## config.mk

```make
export PLATFORM = sky130hd
export DESIGN_NAME = uart_txd_cfg
export DESIGN_NICKNAME = d
export VERILOG_FILES = /design/src/rtl/uart_txd_cfg.sv
export SDC_FILE = /design/constraint.sdc
export NUM_CORES = 1
export LEC_CHECK = 0
export ABC_AREA = 1
export BUFFER_PORTS_ARGS = -buffer_cell sky130_fd_sc_hd__buf_4
export CORE_ASPECT_RATIO = 0.7
export CORE_UTILIZATION = 50
export DETAILED_ROUTE_END_ITERATION = 8
export GPL_TIMING_DRIVEN = 0
export HOLD_SLACK_MARGIN = 0.03
export MAX_ROUTING_LAYER = met4
export PLACE_DENSITY_LB_ADDON = 0.12
export SLEW_MARGIN = 5
export SYNTH_ARGS = -nofsm -noshare
export SYNTH_HDL_FRONTEND = slang
export SYNTH_SLANG_ARGS = --single-unit
export TNS_END_PERCENT = 5
```

## constraint.sdc

```tcl
create_clock -name clk -period 5.1 [get_ports clk]
set_input_delay 0.765 -clock clk [delete_from_list [all_inputs] [get_ports clk]]
set_output_delay 0.765 -clock clk [all_outputs]
set_load 0.005 [all_outputs]
```

## src/rtl/uart_txd_cfg.sv

```systemverilog
// uart_txd_cfg: parameterised UART transmitter with a small transmit FIFO.
// Rev 1.0 - initial release.
`default_nettype none

module uart_txd_cfg #(
  parameter int CLOCK_FREQUENCY = 100_000_000,
  parameter int BAUD_RATE       = 115_200,
  parameter int DATA_BITS       = 8,
  parameter int PARITY          = 0,
  parameter int STOP_BITS       = 1,
  parameter int MSB_FIRST       = 0,
  parameter int FIFO_DEPTH      = 4
) (
  input  logic                          clk,
  input  logic                          rst,
  input  logic [DATA_BITS-1:0]          din,
  input  logic                          valid,
  output logic                          ready,
  output logic                          txd,
  output logic                          busy,
  output logic [$clog2(FIFO_DEPTH):0]   level
);

  localparam int DIV   = CLOCK_FREQUENCY / BAUD_RATE;
  localparam int CNT_W = $clog2(DIV);
  localparam int PTR_W = $clog2(FIFO_DEPTH);
  localparam int LVL_W = PTR_W + 1;

  localparam logic [CNT_W-1:0] BAUD_LAST = CNT_W'(DIV - 1);
  localparam logic [CNT_W-1:0] CNT_ONE   = CNT_W'(1);
  localparam logic [PTR_W-1:0] PTR_ONE   = PTR_W'(1);
  localparam logic [LVL_W-1:0] LVL_ONE   = LVL_W'(1);
  localparam logic [LVL_W-1:0] LVL_FULL  = LVL_W'(FIFO_DEPTH);
  localparam logic [3:0]       DATA_LAST = 4'(DATA_BITS - 1);
  localparam logic [3:0]       STOP_LAST = 4'(STOP_BITS - 1);
  localparam logic             PAR_ODD   = (PARITY == 2);

  localparam logic [2:0] ST_IDLE  = 3'd0;
  localparam logic [2:0] ST_START = 3'd1;
  localparam logic [2:0] ST_DATA  = 3'd2;
  localparam logic [2:0] ST_PAR   = 3'd3;
  localparam logic [2:0] ST_STOP  = 3'd4;

  logic [2:0]           state;
  logic [CNT_W-1:0]     baud_cnt;
  logic [3:0]           bit_cnt;
  logic [PTR_W-1:0]     wr_ptr;
  logic [PTR_W-1:0]     rd_ptr;
  logic [DATA_BITS-1:0] mem [FIFO_DEPTH];
  logic [DATA_BITS-1:0] shreg;
  logic                 par_bit;

  logic                 bit_done;
  logic                 stop_end;
  logic                 push;
  logic                 pop;
  logic [DATA_BITS-1:0] head;
  logic                 head_par;
  logic                 out_bit;
  logic [DATA_BITS-1:0] shifted;

  assign ready    = (level != LVL_FULL);
  assign busy     = (state != ST_IDLE);
  assign bit_done = (baud_cnt == BAUD_LAST);
  assign stop_end = (state == ST_STOP) && bit_done && (bit_cnt == STOP_LAST);
  assign push     = valid && ready;
  assign pop      = (level != '0) && ((state == ST_IDLE) || stop_end);
  assign head     = mem[rd_ptr];
  assign head_par = (^head) ^ PAR_ODD;

  // The serialiser always emits the bit at one end of shreg and shifts toward it.
  generate
    if (MSB_FIRST != 0) begin : g_msb_first
      assign out_bit = shreg[DATA_BITS-1];
      assign shifted = {shreg[DATA_BITS-2:0], 1'b0};
    end else begin : g_lsb_first
      assign out_bit = shreg[0];
      assign shifted = {1'b0, shreg[DATA_BITS-1:1]};
    end
  endgenerate

  always_ff @(posedge clk) begin
    if (push) begin
      mem[wr_ptr] <= din;
    end
  end

  always_ff @(posedge clk or posedge rst) begin
    if (rst) begin
      wr_ptr <= '0;
      rd_ptr <= '0;
      level  <= '0;
    end else begin
      if (push) begin
        wr_ptr <= wr_ptr + PTR_ONE;
      end
      if (pop) begin
        rd_ptr <= rd_ptr + PTR_ONE;
      end
      case ({push, pop})
        2'b10:   level <= level + LVL_ONE;
        2'b01:   level <= level - LVL_ONE;
        default: level <= level;
      endcase
    end
  end

  always_ff @(posedge clk or posedge rst) begin
    if (rst) begin
      state    <= ST_IDLE;
      baud_cnt <= '0;
      bit_cnt  <= '0;
      shreg    <= '0;
      par_bit  <= 1'b0;
      txd      <= 1'b1;
    end else begin
      case (state)
        ST_IDLE: begin
          baud_cnt <= '0;
          bit_cnt  <= '0;
          txd      <= 1'b1;
          if (pop) begin
            shreg   <= head;
            par_bit <= head_par;
            state   <= ST_START;
            txd     <= 1'b0;
          end
        end
        ST_START: begin
          if (bit_done) begin
            baud_cnt <= '0;
            bit_cnt  <= '0;
            txd      <= out_bit;
            shreg    <= shifted;
            state    <= ST_DATA;
          end else begin
            baud_cnt <= baud_cnt + CNT_ONE;
          end
        end
        ST_DATA: begin
          if (bit_done) begin
            baud_cnt <= '0;
            if (bit_cnt == DATA_LAST) begin
              bit_cnt <= '0;
              if (PARITY != 0) begin
                state <= ST_PAR;
                txd   <= par_bit;
              end else begin
                state <= ST_STOP;
                txd   <= 1'b1;
              end
            end else begin
              bit_cnt <= bit_cnt + 4'd1;
              txd     <= out_bit;
              shreg   <= shifted;
            end
          end else begin
            baud_cnt <= baud_cnt + CNT_ONE;
          end
        end
        ST_PAR: begin
          if (bit_done) begin
            baud_cnt <= '0;
            bit_cnt  <= '0;
            state    <= ST_STOP;
            txd      <= 1'b1;
          end else begin
            baud_cnt <= baud_cnt + CNT_ONE;
          end
        end
        ST_STOP: begin
          if (bit_done) begin
            baud_cnt <= '0;
            if (bit_cnt == STOP_LAST) begin
              bit_cnt <= '0;
              // Chain straight into the next frame when a word is waiting.
              if (pop) begin
                shreg   <= head;
                par_bit <= head_par;
                state   <= ST_START;
                txd     <= 1'b0;
              end else begin
                state <= ST_IDLE;
                txd   <= 1'b1;
              end
            end else begin
              bit_cnt <= bit_cnt + 4'd1;
            end
          end else begin
            baud_cnt <= baud_cnt + CNT_ONE;
          end
        end
        default: begin
          state    <= ST_IDLE;
          baud_cnt <= '0;
          bit_cnt  <= '0;
          txd      <= 1'b1;
        end
      endcase
    end
  end

endmodule

`default_nettype wire

```

* After elaboration in Yosys (flattened, before gate mapping)
Memories as Yosys holds them, arrays and structs flattened.
Index checks and enable logic that the tools add are counted.
** Word-level totals
- Bits in latches :: 0
- Memories kept :: 1
- Input bits :: 11
- RAM bits :: 32
- Word-level logic and storage cells :: 85
- ROM bits :: 0
- Output and inout bits :: 6
- Register bits :: 33
** Memory list
- mem :: words 4, width 8, read ports 1, clocked after memory_dff 0, wr ports 1, line 49 : logic [DATA_BITS-1:0] mem [FIFO_DEPTH];
** Operators by class
- Bitwise operators :: 0
- Multiplexer cells :: 35
- Divide/modulo/power cells :: 0
- Multipliers :: 0
- Add/subtract/negate cells :: 6
- Equal/unequal tests :: 18
- Shift operators :: 0
- Reduce and logical (&&, ||, !) cells :: 17
- $lt $le $gt $ge :: 0
** Operators with widths (count)
- 8-bit two-way mux :: 6
- 8-bit case mux with 4 select lines :: 1
- 3-bit two-way mux :: 7
- 10-bit two-way mux :: 2
- 4-bit two-way mux :: 5
- 3-bit case mux with 5 select lines :: 1
- 2-bit inequality test (second input constant) :: 7
- 4-bit case mux with 3 select lines :: 1
- 10-bit by 1-bit adder with 10-bit output (second input constant) :: 1
- 10-bit == test (second input constant) :: 1
- 1-bit two-way mux :: 10
- 7-bit AND reduction :: 1
- 3-bit by 2-bit == test with 1-bit output (second input constant) :: 2
- 3-bit case mux with 2 select lines :: 1
- 6-bit AND reduction :: 1
- 3-bit nonzero test :: 2
- 1-bit case mux with 5 select lines :: 1
- 5-bit AND reduction :: 1
- 2-bit by 1-bit adder with 2-bit output (second input constant) :: 2
- 4-bit by 1-bit adder with 4-bit output (second input constant) :: 1
- 4-bit by 3-bit == test with 1-bit output (second input constant) :: 1
- 1-bit logical AND :: 4
- 4-bit logical NOT :: 1
- 2-bit by 1-bit inequality test with 1-bit output (second input constant) :: 2
- 14 further kinds :: 14

* Longest topological paths before layout
Gate-level depths: netlist of the first run.
- Word-level depth :: 9
- Mapped depth :: 15
- Mapped depth without buffers :: 15

* Worst setup path before layout of the first run
OpenSTA, ideal clock, no wires.
- Kind :: register to register
- From :: register bit_cnt[0]
- To :: register level[2]
- Path buffers :: 0
- Period minus slack after synthesis :: 2.219 ns
- Library setup time :: 0.131 ns
- Data required time :: 4.969 ns
- Stages on the path, launching flop included :: 15
- Path slack :: 2.881 ns
- Data arrival time :: 2.089 ns
- Cells stage by stage :: dfrtp_1 > inv_1 > ha_1 > nand3_1 > nor2_1 > nand3_1 > nand2_1 > nand2_4 > inv_1 > ha_1 > inv_1 > fa_1 > a21oi_1 > o21ai_0 > xor2_1
** Between the ends
- Cells in the longest elaborated chain, start to end :: 6
- Elaborated cells between the ends (all ways) :: 8
- Classes of those cells :: eq/ne: 2; mux: 1; reduce/logical: 5
** RTL lines
- start, declared :: line 46 : logic [3:0] bit_cnt;
- start signal, assigned :: line 153 : bit_cnt <= bit_cnt + 4'd1;
- start signal, assigned :: line 187 : bit_cnt <= bit_cnt + 4'd1;
- 4-bit logical NOT * :: line 65 : assign stop_end = (state == ST_STOP) && bit_done && (bit_cnt == STOP_LAST);
- 1-bit logical AND * :: line 65
- 1-bit logical OR * :: line 67 : assign pop = (level != '0) && ((state == ST_IDLE) || stop_end);
- 1-bit logical AND * :: line 67
- 2-bit by 1-bit == test with 1-bit output / 2-bit == test (equally long branches) :: line 100 : case ({push, pop})
- 3-bit case mux with 2 select lines / 2-bit nonzero test (equally long branches)
- end signal, assigned :: line 101 : 2'b10: level <= level + LVL_ONE;
- end signal, assigned :: line 102 : 2'b01: level <= level - LVL_ONE;
- end signal, assigned :: line 103 : default: level <= level;
- end, declared :: line 21 : output logic [$clog2(FIFO_DEPTH):0] level
Mark *: on every way between the ends. The rest lies on a longest branch, timed or not.
A chain may end at the register's enable or synchronous reset.

* Worst setup path in the final report of the first run
Same ends and word-level chain as after synthesis.

==> impl_results.md, run 1 <==
- Number of flops mapped to enable cells by yosys: 32
- DRC Markers: 0
- CP bufs+invs: 3
- DRT Pass-1 Iters: 4
- CTS root buf: clkbuf_8
- WP depth: 14
- Largest family of logic cells by synthesized area: simple AND/OR/NAND/NOR gates
- Reg2Reg Depth: 14
- Clock sink count: 65
- Critical-path cell list: inv_1, ha_1, nand3_1, nor2_1, nand3_1, nand2_1, nand2_4, inv_1, ha_1, inv_1, fa_1, a21oi_1, o21ai_0, xor2_1
- Max IR drop VDD: a little over 200 µV
- CP endpoint kind: register
- Clock Skews: 0.009494 ns
- Final Instance Area: 3546 µm²
- Min Tclk post-route: 2.463 ns
- Worst reg2reg setup slack: 2.64 ns
- Synth Area in Compound Gates: 0.09599
- Worst r2r src: bit_cnt[0]$_DFFE_PP0P_
- Ys Warns: 0
- Lkg Pwr: 1.581 nW
- Seq cells post-synth: 65
- Power consumption: approximately 1.2 mW
- Die X: between 90 and 100 µm
- Hold endpoint: baud_cnt[0]$_DFF_PP0_
- DRT Wirelength: between 5 and 6 mm
- Netlist Area Pre-Place: about 3200 µm²
- Inserted Diodes: 0
- Core area: 5928 µm²
- I/O Pins: 17
- CTS Hold Bufs: 0
- Number of max-cap violations: 0
- Die height: 68.73 µm
- Vias per cell: 5.085
- Hold Vio Cnt, Final: 0
- WP data arrival: 2.68 ns
- Post-CTS sizing: 0
- Critical path type: register to register
- DP Wirelength: 4.129 mm
- PortBufs: 16
- Worst-path clk slew: roughly 0.06 ns
- Setup violators final: 0
- Mapped Nets: 338
- Simple-gate area share of the yosys netlist: 0.2128
- Max clock buf depth: 2
- Via count: 2156
- Final cycle utilization of the critical path: 0.4830
- CTS buffer count: 9
- Fin nets: 365
- Slowest cell on the critical path: dfrtp_1
- Initial Util: 0.5365
- First-pass GRT wire length: 9.508 mm
- DR WL/cell: between 10 and 15 µm
- Hold path cells: 1
- Die area: 6689 µm²
- RSZ-0062 raised after global routing: false
- Avg Inst Size Synth: 10.00 µm²
- Max-slew violation count: 0
- Startpoint Class: register
- Worst r2r dst: level[2]$_DFFE_PP0P_
- Setup TNS: 0 ns
- Most used flip-flop cell after synthesis: edfxtp_1
- Crit-path max cell delay: 0.40 ns
- CTS tree: done
- Hold Crit Class: register to register
- Slew Limit Headroom: 0.4534
- Layout cells sized above 1: 0.1834
- GPL Wtd Cong: roughly 0.85
- Initial DRC Count: 147
- P&R area growth vs syn: 11.49%
- Min-delay src: baud_cnt[0]$_DFF_PP0_
- PwrDens: 332.9 nW/µm²
- Least-Margin Pin Slew: around 0.8 ns
- Seq. cell area: ~1800 µm²
- Global route overflow: 0
- Crit-path max FO: 4
- Setup bufs post-CTS: 0
- Multiplexer area fraction after synthesis: 0
- DP Area: between 3000 and 4000 µm²
- # fillers: 521
- Sequential-to-total area share from yosys stat: 0.5622
- DRT antenna net count: 0
- Status: complete, no violations
- Worst endpoint required time: 5.31 ns
- Async SR Flop Fraction: 0.5077
- Post-synthesis xor/xnor area fraction: 0.01652
- Worst-skew pair later-pin latency: 0.34 ns
- Gr usage total: 0.1967
- Cell mode on critical path: inv_1
- Area of the multi-input gates: 1155 µm²
- Post-synthesis cell count: 318
- Family with the most delay on the worst path: adder cells
- Achievable frequency: 406.0 MHz
- Initial antenna violation count: 0
- H-tree Lvls: 3
- Largest net degree at the start of global routing: 34
- Vias in the first global route: around 2.0k
- Unique masters post-synth: 36
- Post-synthesis adder-cell area fraction: 0.03777
- Site Rows: 23
-- synth_stat cells (8+ instances only) --
master / n / area share
a21oi_1: 15 / 0.024
dfrtp_1: 32 / 0.25
edfxtp_1: 32 / 0.30
ha_1: 8 / 0.031
inv_1: 42 / 0.050
nand2_1: 54 / 0.064
nand3_1: 22 / 0.035
nor2_1: 26 / 0.031
o211ai_1: 9 / 0.021
o21ai_0: 11 / 0.017
-- metrics by stage --
step	std cells	setup slack (ns)	util	hold slack [ns]
floorplan	318	2.881	-	0.4304
global route	424	2.332	0.5981	0.4886
finish	424	2.637	0.5981	0.4601
CTS	424	2.601	0.5981	0.4631
detailed placement	409	2.631	0.5726	0.4549
global placement	409	2.686	0.5726	0.4462
-- power by group --
part           internal, mW  total, mW  switching, mW
sequential            0.629      0.655         0.0265
clock                 0.168      0.352          0.185
combinational        0.0644      0.173          0.109
-- kinds of logic (layout without fill, tap and decap cells) --
family                     Yosys count  in the layout
AOI/OAI and AO/OA                   52             52
xor gates and xnor gates             6              6
adders and majority gates            9              9
buffers and inverters               57             88
DFF                                 65             65
and+or+nand+nor                    129            129
-- cell usage in the layout, fill, tap and decap left out, types with 2 or more instances in the layout --
master    Yosys  final
buf_4         0     16
and3_1        2      2
nor2_2        2      2
o21ai_1       6      6
edfxtp_1     32     32
nand4_1       2      2
nand2_1      54     54
inv_2         7      8
o21ai_0      11     11
ha_1          8      8
xnor2_1       2      2
nor3b_2       2      2
nand2_4       7      7
nand3_1      22     22
xor2_1        4      4
buf_6         2      2
dfrtp_1      32     32
nor2_4        2      2
nand2_2       4      4
a21oi_1      15     15
a31oi_1       7      7
clkbuf_8      0      9
clkinv_1      0      3
inv_1        42     41
clkbuf_1      4      5
nor2_1       26     26
nand3_4       2      2
o21ai_2       2      2
o211ai_1      9      9
-- cell type report --
cell class / count / share of cell area
buffer: 7 / 0.01200
clock buffer: 10 / 0.03599
clock inverter: 5 / 0.006704
inverter: 50 / 0.05505
multi-input combinational: 196 / 0.3257
sequential: 65 / 0.5042
tap: 75 / 0.02646
timing repair buffer: 16 / 0.03387
-- how the worst max path moves through the flow --
stage / startpoint / to / slack (ns)
floorplan: bit_cnt[0]$_DFFE_PP0P_ / level[2]$_DFFE_PP0P_ / 2.88
global placement: bit_cnt[0]$_DFFE_PP0P_ / level[2]$_DFFE_PP0P_ / 2.69
detailed placement: bit_cnt[0]$_DFFE_PP0P_ / level[2]$_DFFE_PP0P_ / 2.63
CTS: bit_cnt[0]$_DFFE_PP0P_ / level[2]$_DFFE_PP0P_ / 2.60
global route: bit_cnt[0]$_DFFE_PP0P_ / level[2]$_DFFE_PP0P_ / 2.33
finish: bit_cnt[0]$_DFFE_PP0P_ / level[2]$_DFFE_PP0P_ / 2.64
-- routing by layer --
metal	up-vias	track usage	wire length, µm	share of wire
li1	1103	-	-	-
met1	1023	0.2733	3000	0.54
met3	10	0.05544	160	0.029
met2	20	0.2764	2356	0.42
met5	-	-	0	0
met4	0	0.07169	82	0.015
-- state kept, by name, summed over array words and instances, names as in the netlist --
name	cells
level	3
txd	1
state	3
wr_ptr	2
baud_cnt	10
mem	32
bit_cnt	4
shreg	8
rd_ptr	2
(Power assumes the default switching activity.)
==> run 2: changes to the inputs <==
clock period = 2.35 ns   (was 5.1 ns; I/O delays follow)
==> run 2 against run 1 <==
  * Setup slack worse by 2.5 ns
  * Via count up 2.6%
  * Total power up 120%
  * Largest power group unchanged
  * Sequential power up 120%
  * Non-clock buffer count up 5
  * Count of clock-buffer cells in the layout unchanged
  * Core utilization up 1.5 points
  * Cell area up 2.5%
==> impl_results.md, run 2 (synthesis results as in run 1) <==
- DR WL/cell: between 10 and 15 µm
- First-pass GRT wire length: roughly 9.6 mm
- Core area: between 5000 and 6000 µm²
- Status: complete, no violations
- Biggest regs: mem x32, baud_cnt x10, shreg x8
- Crit-path max cell delay: 0.40 ns
- DRT Pass-1 Iters: 6
- Most frequent cells in the layout: nand2_1, inv_1, dfrtp_1, edfxtp_1, nor2_1
- # fillers: 510
- DRT antenna net count: 0
- Worst-skew pair later-pin latency: between 0.3 and 0.4 ns
- Die height: 68.73 µm
- Global route overflow: 0
- Number of max-cap violations: 0
- Via count: 2211
- Least-Margin Pin Slew: 0.8173 ns
- GPL Wtd Cong: 0.8545
- Fin nets: 370
- Crit-path max FO: 4
- Initial antenna violation count: 0
- Gr usage total: 0.1983
- CP endpoint kind: register
- CTS Hold Bufs: 0
- Max IR drop VDD: 451.0 µV
- Worst slack at placement: -0.1186 ns
- Reg with most FFs: mem
- CTS buffer count: 9
- Startpoint Class: register
- WP data arrival: ~2.4 ns
- Vias in the first global route: just over 2k
- Hold Vio Cnt, Final: 0
- Hold Crit Class: primary input to asynchronous set/reset pin
- Initial Util: 0.5365
- Layout cells sized above 1: 0.2316
- Max-slew violation count: 0
- PwrDens: just over 700 nW/µm²
- Worst endpoint required time: roughly 2.6 ns
- DP Wirelength: 4.129 mm
- Clock sink count: 65
- Clock Skews: about 0.0084 ns
- Final cycle utilization of the critical path: 0.9315
- Slowest cell on the critical path: dfrtp_1
- Largest net degree at the start of global routing: 34
- Vias per cell: 5.154
- Max reg flops: 32
- Initial DRC Count: 108
- Min Tclk post-route: 2.189 ns
- DRC Markers: 0
- P&R area growth vs syn: 14.32%
- Commonest non-fill, non-tap cell in the layout: nand2_1
- DP Area: 3395 µm²
- Setup violators final: 0
- Die area: 6689 µm²
- Final Instance Area: 3636 µm²
- Setup TNS: 0 ns
- DRT Wirelength: about 5.8 mm
- Lkg Pwr: 1.606 nW
- Site Rows: 23
- Worst-path clk slew: 0.07 ns
- Critical-path cell list: ha_4, inv_2, nor2_4, nand2_2, nor2_4, nand3_2, nand2_2, nand2_4, inv_4, ha_4, inv_2, fa_2, a21oi_2, o21ai_2, xor2_1
- CTS tree: done
- I/O Pins: 17
- Achievable frequency: between 400 and 500 MHz
- Critical path type: register to register
- CTS root buf: clkbuf_8
- Die X: a little under 100 µm
- Slew Limit Headroom: 0.4531
- Setup WS post-layout: ~0.16 ns
- Inserted Diodes: 0
- Max clock buf depth: 2
- Worst reg2reg setup slack: 0.16 ns
- PortBufs: 16
- H-tree Lvls: 3
[run 2: cell count changes in the layout (fill, tap and decap cells not counted), moves of 2 or more]
cell	previous run	this run
nand3_1	22	20
nand3_2	1	3
inv_1	41	37
ha_4	0	2
inv_2	8	11
ha_1	8	6
buf_4	16	21
[run 2: final timing paths]
kind,startpoint,endpoint,cells past startpoint
min in group clk,din[1],mem[0][1]$_DFFE_PP_,1
worst max register to register,baud_cnt[1]$_DFF_PP0_,level[2]$_DFFE_PP0P_,15
worst min register to register,shreg[1]$_DFFE_PP0P_,shreg[1]$_DFFE_PP0P_,2
max in group asynchronous,rst,baud_cnt[9]$_DFF_PP0_,2
worst min-delay path,rst,baud_cnt[3]$_DFF_PP0_,2
worst max-delay path,baud_cnt[1]$_DFF_PP0_,level[2]$_DFFE_PP0P_,15
[run 2: what timing repair did]
item | CTS | global route
resized for setup | 5 | 12
endpoints found under the setup margin | 1 | 1
pin swaps | 0 | 4
setup buffers | 2 | 3
[run 2: layer usage]
layer / vias up / part of all wire / global-route usage
li1: 1113 / - / -
met5: - / 0 / -
met1: 1064 / 0.53 / 0.2746
met3: 10 / 0.032 / 0.05544
met2: 24 / 0.43 / 0.2808
met4: 0 / 0.014 / 0.07169
[run 2: power breakdown]
| part | switching [mW] | internal, mW | leakage, nW |
|---|---|---|---|
| Sequential | 0.0579 | 1.36 | 0.700 |
| Combinational | 0.245 | 0.151 | 0.831 |
| Clock | 0.402 | 0.364 | 0.0746 |
[run 2: critical path: cells and delay by family (launching register included)]
family          cells  cell delay (ns)
buf+inv             3             0.17
flops               1             0.40
compound gates      2             0.21
fa+ha+maj           3             0.66
simple gates        6             0.50
xor+xnor            1             0.13
[run 2: area by class of cell]
cell class,count,area (µm²),share of cell area
sequential,65,1788,0.4917
inverter,50,197.7,0.05437
multi-input combinational,196,1205,0.3314
clock inverter,5,23.77,0.006538
clock buffer,10,127.6,0.03510
buffer,7,42.54,0.01170
timing repair buffer,21,157.7,0.04336
tap,75,93.84,0.02581
[run 2: per-stage QoR]
| step | utilization | instances | hold WS [ns] | total power, mW |
|---|---|---|---|---|
| 2_1_floorplan | - | 318 | 0.4304 | 1.678 |
| 3_3_place_gp | 0.5726 | 409 | 0.4462 | 1.819 |
| 3_5_place_dp | 0.5726 | 409 | 0.4549 | 1.834 |
| 4_1_cts | 0.6024 | 426 | 0.1968 | 2.597 |
| 5_1_grt | 0.6133 | 429 | 0.1905 | 2.716 |
| 6_report | 0.6133 | 429 | 0.1297 | 2.583 |
